`src/rtl/if_stage.sv`:
```
// Instruction-fetch stage: fetch PC with redirect/stall selection, IF/ID register,
// delivered-instruction counter and sticky misaligned-redirect flag.
module if_stage #(
    parameter int              XLEN      = 32,
    parameter logic [XLEN-1:0] RESET_PC  = 32'h0000_0000,
    parameter logic [31:0]     NOP_INSTR = 32'h0000_0013
) (
    input  logic            clk,
    input  logic            rstn,
    input  logic            stallF,
    input  logic            stallD,
    input  logic            flushD,
    input  logic            redirect_valid,
    input  logic [XLEN-1:0] redirect_target,
    output logic [XLEN-1:0] imem_addr,
    input  logic [31:0]     imem_rdata,
    output logic [XLEN-1:0] pcF,
    output logic [XLEN-1:0] pcD,
    output logic [31:0]     instrD,
    output logic            validD,
    output logic [31:0]     fetch_cnt,
    output logic            misalign_flag
);

    logic [XLEN-1:0] pc_q, pc_d;
    logic [XLEN-1:0] pcd_q, pcd_d;
    logic [31:0]     instr_q, instr_d;
    logic            valid_q, valid_d;
    logic [31:0]     cnt_q, cnt_d;
    logic            misalign_q, misalign_d;
    logic            bubble;
    logic            load;

    // Redirect outranks stallF so a branch resolved during a load-use stall is still taken.
    always_comb begin
        pc_d = pc_q;
        if (redirect_valid) begin
            pc_d = {redirect_target[XLEN-1:2], 2'b00};
        end else if (!stallF) begin
            pc_d = pc_q + XLEN'(4);
        end
        misalign_d = misalign_q | (redirect_valid && (redirect_target[1:0] != 2'b00));
    end

    always_comb begin
        bubble  = redirect_valid | flushD;
        load    = !bubble && !stallD;
        pcd_d   = pcd_q;
        instr_d = instr_q;
        valid_d = valid_q;
        if (bubble) begin
            pcd_d   = '0;
            instr_d = NOP_INSTR;
            valid_d = 1'b0;
        end else if (!stallD) begin
            pcd_d   = pc_q;
            instr_d = imem_rdata;
            valid_d = 1'b1;
        end
        cnt_d = load ? cnt_q + 32'd1 : cnt_q;
    end

    always_ff @(posedge clk or negedge rstn) begin
        if (!rstn) begin
            pc_q       <= RESET_PC;
            pcd_q      <= '0;
            instr_q    <= NOP_INSTR;
            valid_q    <= 1'b0;
            cnt_q      <= '0;
            misalign_q <= 1'b0;
        end else begin
            pc_q       <= pc_d;
            pcd_q      <= pcd_d;
            instr_q    <= instr_d;
            valid_q    <= valid_d;
            cnt_q      <= cnt_d;
            misalign_q <= misalign_d;
        end
    end

    assign imem_addr     = pc_q;
    assign pcF           = pc_q;
    assign pcD           = pcd_q;
    assign instrD        = instr_q;
    assign validD        = valid_q;
    assign fetch_cnt     = cnt_q;
    assign misalign_flag = misalign_q;

endmodule

```
`config.mk`:
```
export PLATFORM = sky130hd
export DESIGN_NAME = if_stage
export DESIGN_NICKNAME = d
export VERILOG_FILES = /design/src/rtl/if_stage.sv
export SDC_FILE = /design/constraint.sdc
export NUM_CORES = 1
export LEC_CHECK = 0
export CORE_MARGIN = 5
export CORE_UTILIZATION = 30
export CTS_BUF_LIST = sky130_fd_sc_hd__clkbuf_4 sky130_fd_sc_hd__clkbuf_8 sky130_fd_sc_hd__clkbuf_16
export DETAILED_ROUTE_END_ITERATION = 12
export GPL_TIMING_DRIVEN = 0
export SLEW_MARGIN = 30
export SYNTH_ARGS = -nofsm -noshare
export SYNTH_HDL_FRONTEND = slang
export SYNTH_SLANG_ARGS = --single-unit
```
`constraint.sdc`:
```
create_clock -name clk -period 2.8 [get_ports clk]
set_clock_uncertainty 0.1 [all_clocks]
set_input_delay 0.56 -clock clk [delete_from_list [all_inputs] [get_ports clk]]
set_output_delay 0.56 -clock clk [all_outputs]
set_load 0.01 [all_outputs]
```
; Word level (Yosys, flattened, before mapping)
; Index checks and enable logic that the tools add are counted.
; W data, S select, Z words.
[op_classes]
muxes = 8
n_bitwise = 2
add_sub_neg = 2
n_reduce_logical = 5
n_eq_ne = 2
[op_table]
columns = op, count
row1 = $mux W32, 6
row2 = $add A32 B1 Y32 const B, 1
row3 = $add A32 B3 Y32 const B, 1
row4 = $ne A2 B1 Y1 const B, 2
row5 = $logic_and A1 B1 Y1, 2
row6 = $logic_not A1 Y1, 2
row7 = $mux W1, 2
row8 = $or A1 B1 Y1, 2
row9 = $reduce_bool A2 Y1, 1
[totals]
output_inout_bits = 162
reg_bits = 130
elab_cells = 25
inputBits = 70

; Longest topological paths before layout
[depth]
depth_word = 3
mapped_depth = 8
depth_no_buf = 5

; Least setup slack after synthesis
; Ideal clock, no wire load.
[synth_path]
path_type = reg2reg
startpoint = register pc_q[4], in the netlist imem_addr[4]
endpoint = register pc_q[15], in the netlist imem_addr[15]
slack_ns = 0.709
stages_incl_launch_ff = 7
path_buffers = 2
required_ns = 2.618
synth_period_minus_slack_ns = 2.091
t_arrival_ns = 1.909
setup_time_ns = 0.082
cell_sequence = dfrtp_1 clkbuf_2 nand4_4 or4_4 buf_6 or3_1 a31oi_1
[synth_via]
elab_chain_cells = 3
[synth_lines]
columns = element, line_no
row1 = from (decl), 25  ; logic [XLEN-1:0] pc_q, pc_d;
row2 = from (signal assigned), 72  ; pc_q <= pc_d;
row3 = $add A32 B3 Y32, 40  ; pc_d = pc_q + XLEN'(4);
row4 = $mux W32, 39  ; end else if (!stallF) begin
row5 = $mux W32, 37  ; if (redirect_valid) begin
; Every way passes these cells. The select of a mux whose other input is x is not followed.
; A chain may end at the register's enable or synchronous reset.

; Worst setup path in the final report
[layout_path]
startpoint = input port flushD
endpoint = register instr_q[25], in the netlist instrD[25]
[layout_via]
elab_chain_cells = 2
elab_cells_between_ends = 3
classes_between = 1 x eq/ne / 1 x mux / 1 x bitwise
[layout_lines]
columns = element, line_no
row1 = from (decl), 12  ; input logic flushD,
row2 = $or A1 B1 Y1 (*), 46  ; bubble = redirect_valid | flushD;
row3 = $ne A2 B1 Y1 (no source line) or $mux W32 (tied branches), n/a
row4 = to (signal assigned), 74  ; instr_q <= instr_d;
row5 = to (decl), 27  ; logic [31:0] instr_q, instr_d;
; Mark *: on every way between the ends. The rest lies on a longest branch, timed or not.

==> run summary <==
Root Buffer Master: clkbuf_16
Max FO, Critical Path: 10
commonest non-fill, non-tap cell in the layout: clkdlybuf4s50_1
Crit path required time: 3.05 ns
Area Overhead vs Synth: 56.5%
initial core utilization: 30.5%
Rows: 50
FMAX: 390 MHz
synth warn: 0
highest-delay cell along the critical path: nor3_1
cells after synthesis: 521
WS Path Type: input port to flop
GRT Overall Usage: 16.8%
VDD IR max: 0.389 mV
die area: 21900 um^2
diode count: 0
Num CTS Buffers: 17
P_leak: 3.83 nW
commonest non-fill, non-tap cells in the layout: clkdlybuf4s50_1 (223), dfrtp_1 (123), a22o_1 (55)
asr flop ratio synth: 100%
P_sw: 1.33 mW
dominant synthesized flop cell: dfrtp_1
Seq cells post-synth: 126
DRC: 0
PortBufs: 224
Tcrit/Tclk final: 91.7%
Crit path largest cell delay: 0.58 ns
Yosys cell types: 43
ratio of cells with drive above 1 in the final layout: 10.6%
first-pass detailed-route iteration total: 4
cts hold-fix bufs: 1
max cap viols: 0
Die H: 148 um
core area: 18800 um^2
TritonCTS clock tree: done
crit end category: flop
antenna viol nets, final: 0
power per cell area: 589 nW/um^2
CP Cell Sequence: clkdlybuf4s50_1 -> nor3_1 -> clkbuf_1 -> buf_1 -> a22o_1
power share of the clock group: 45.1%
Die X: 148 um
Inst Count DP: 985
status: completed
vias in the first global route: 5196
Critical Path AT: 2.81 ns
largest net degree at the start of global routing: 68
Setup Fix Bufs, Post-CTS: 0
Total Wirelength: 18.5 mm
CP startpoint kind: input port
worst-margin pin slew: 0.640 ns
Post-synth EDFFs: 0
combinational share of power: 15.6%
sequential area share after synthesis: 55.1%
DRT iter0 DRCs: 200
Via density: 4.96
Sum Neg Setup Slack: 0 ns
Pint: 3.94 mW
IO Pins: 232
# resized after CTS: 0
Pins Over Slew Limit: 0
Final min period: 2.57 ns
detailed-route via count: 5054
final net count: 843
Post-Syn Area: 5720 um^2
synthesized area per cell: 11.0 um^2
initial antenna violation count: 0
worst skew pair latency: 0.42 ns
Max clock buf depth: 2
# setup viols final: 0
Sink Count: 126
Seq pwr share: 39.3%
RSZ-0062 raised after global routing: false
htree depth: 4
Final Power: 5.28 mW
Avg WL per Cell: 18.1 um
Final Hold Fails: 0
Worst-path clk slew: 0.06 ns
Non-Filler Instances: 1018
Final Wtd Congestion: 0.847
first-pass GRT wire length: 29.1 mm
Slew HR: 57.0%
Net Sw Frac: 25.3%
GR Overflow Total: 0
Min-Delay Path Class: flop to flop
Post-DP HPWL: 13.7 mm
final core utilization: 47.7%
-- worst max-delay path: cells and delay by family --
family / cells / cell delay (ns)
buffers and inverters: 3 / 1.45
and+or+nand+nor: 1 / 0.58
AOI/OAI and AO/OA: 1 / 0.21
-- registers in the layout, summed over array words and instances (netlist names) --
register and cells:
misalign_flag 1, pcD 30, fetch_cnt 32, instrD 32
imem_addr 30, validD 1
-- logic make-up after synthesis --
logic type	Yosys count	share of synthesized area [%]
other cells	1	0.0655
fa+ha+maj	2	0.437
mux	1	0.175
simple gates	165	16.1
compound gates	106	14.0
buf+inv	78	7.65
flops	126	55.1
xor+xnor	42	6.43
-- cells in the mapped netlist (all sizes together) (4+ instances only) --
cell type	instances	area share, %
nand3	24	2.1
xnor2	19	2.9
and2	4	0.44
or3	7	0.76
o21ai	22	1.9
or4	15	2.1
a31oi	11	1.2
xor2	23	3.5
a22o	55	8.4
and4	10	1.6
nand2	41	2.7
o211ai	6	0.79
inv	13	0.85
nand4	15	2.0
nor2	18	1.2
dfrtp	123	54
nor3	14	1.2
nor4	5	0.55
o31ai	7	0.92
buf	42	5.3
clkbuf	23	1.5
and3	5	0.55
-- area by class of cell --
type	count	area, um^2
clock inverter	13	186
timing repair buffer	226	2280
multi-input combinational	322	2150
inverter	13	48.8
sequential	126	3160
tap	234	293
fill	1686	9810
clock buffer	19	453
buffer	65	389
-- final timing paths --
path                            slack [ns]  cells past startpoint       endpoint     startpoint
worst max-delay path                  0.23                      5     instrD[25]         flushD
worst min-delay path                  0.36                      1  fetch_cnt[31]  fetch_cnt[31]
worst max register to register        0.52                      5  imem_addr[22]   imem_addr[2]
worst min register to register        0.36                      1  fetch_cnt[31]  fetch_cnt[31]
max in group asynchronous             1.35                      3  misalign_flag           rstn
min in group asynchronous             0.56                      2  fetch_cnt[28]           rstn
-- layer usage --
metal	up-vias	track usage (%)	share of wire [%]
met5	-	0	0
met4	0	4.30	1.3
met3	20	5.03	7.8
met2	217	27.4	47
met1	2469	22.0	43
li1	2348	-	-
-- stage by stage --
step                area [um^2]  worst slack (ns)  hold WS [ns]
finish                     8960             0.233         0.363
global route               8960            0.0352         0.394
CTS                        8960             0.153         0.370
detailed placement         8310            -0.278         0.360
global placement           8280             -3.98         0.354
floorplan                  5740             0.709         0.164
-- power groups by stage --
| stage | Combinational (mW) | Sequential [mW] | Clock [mW] |
|---|---|---|---|
| finish | 0.823 | 2.07 | 2.38 |
| global route | 0.892 | 2.10 | 2.52 |
| CTS | 0.837 | 2.08 | 2.44 |
| detailed placement | 0.832 | 2.11 | 0 |
| global placement | 0.818 | 2.10 | 0 |
| floorplan | 0.277 | 2.11 | 0 |
No activity file was read; power rests on OpenSTA's default activity.
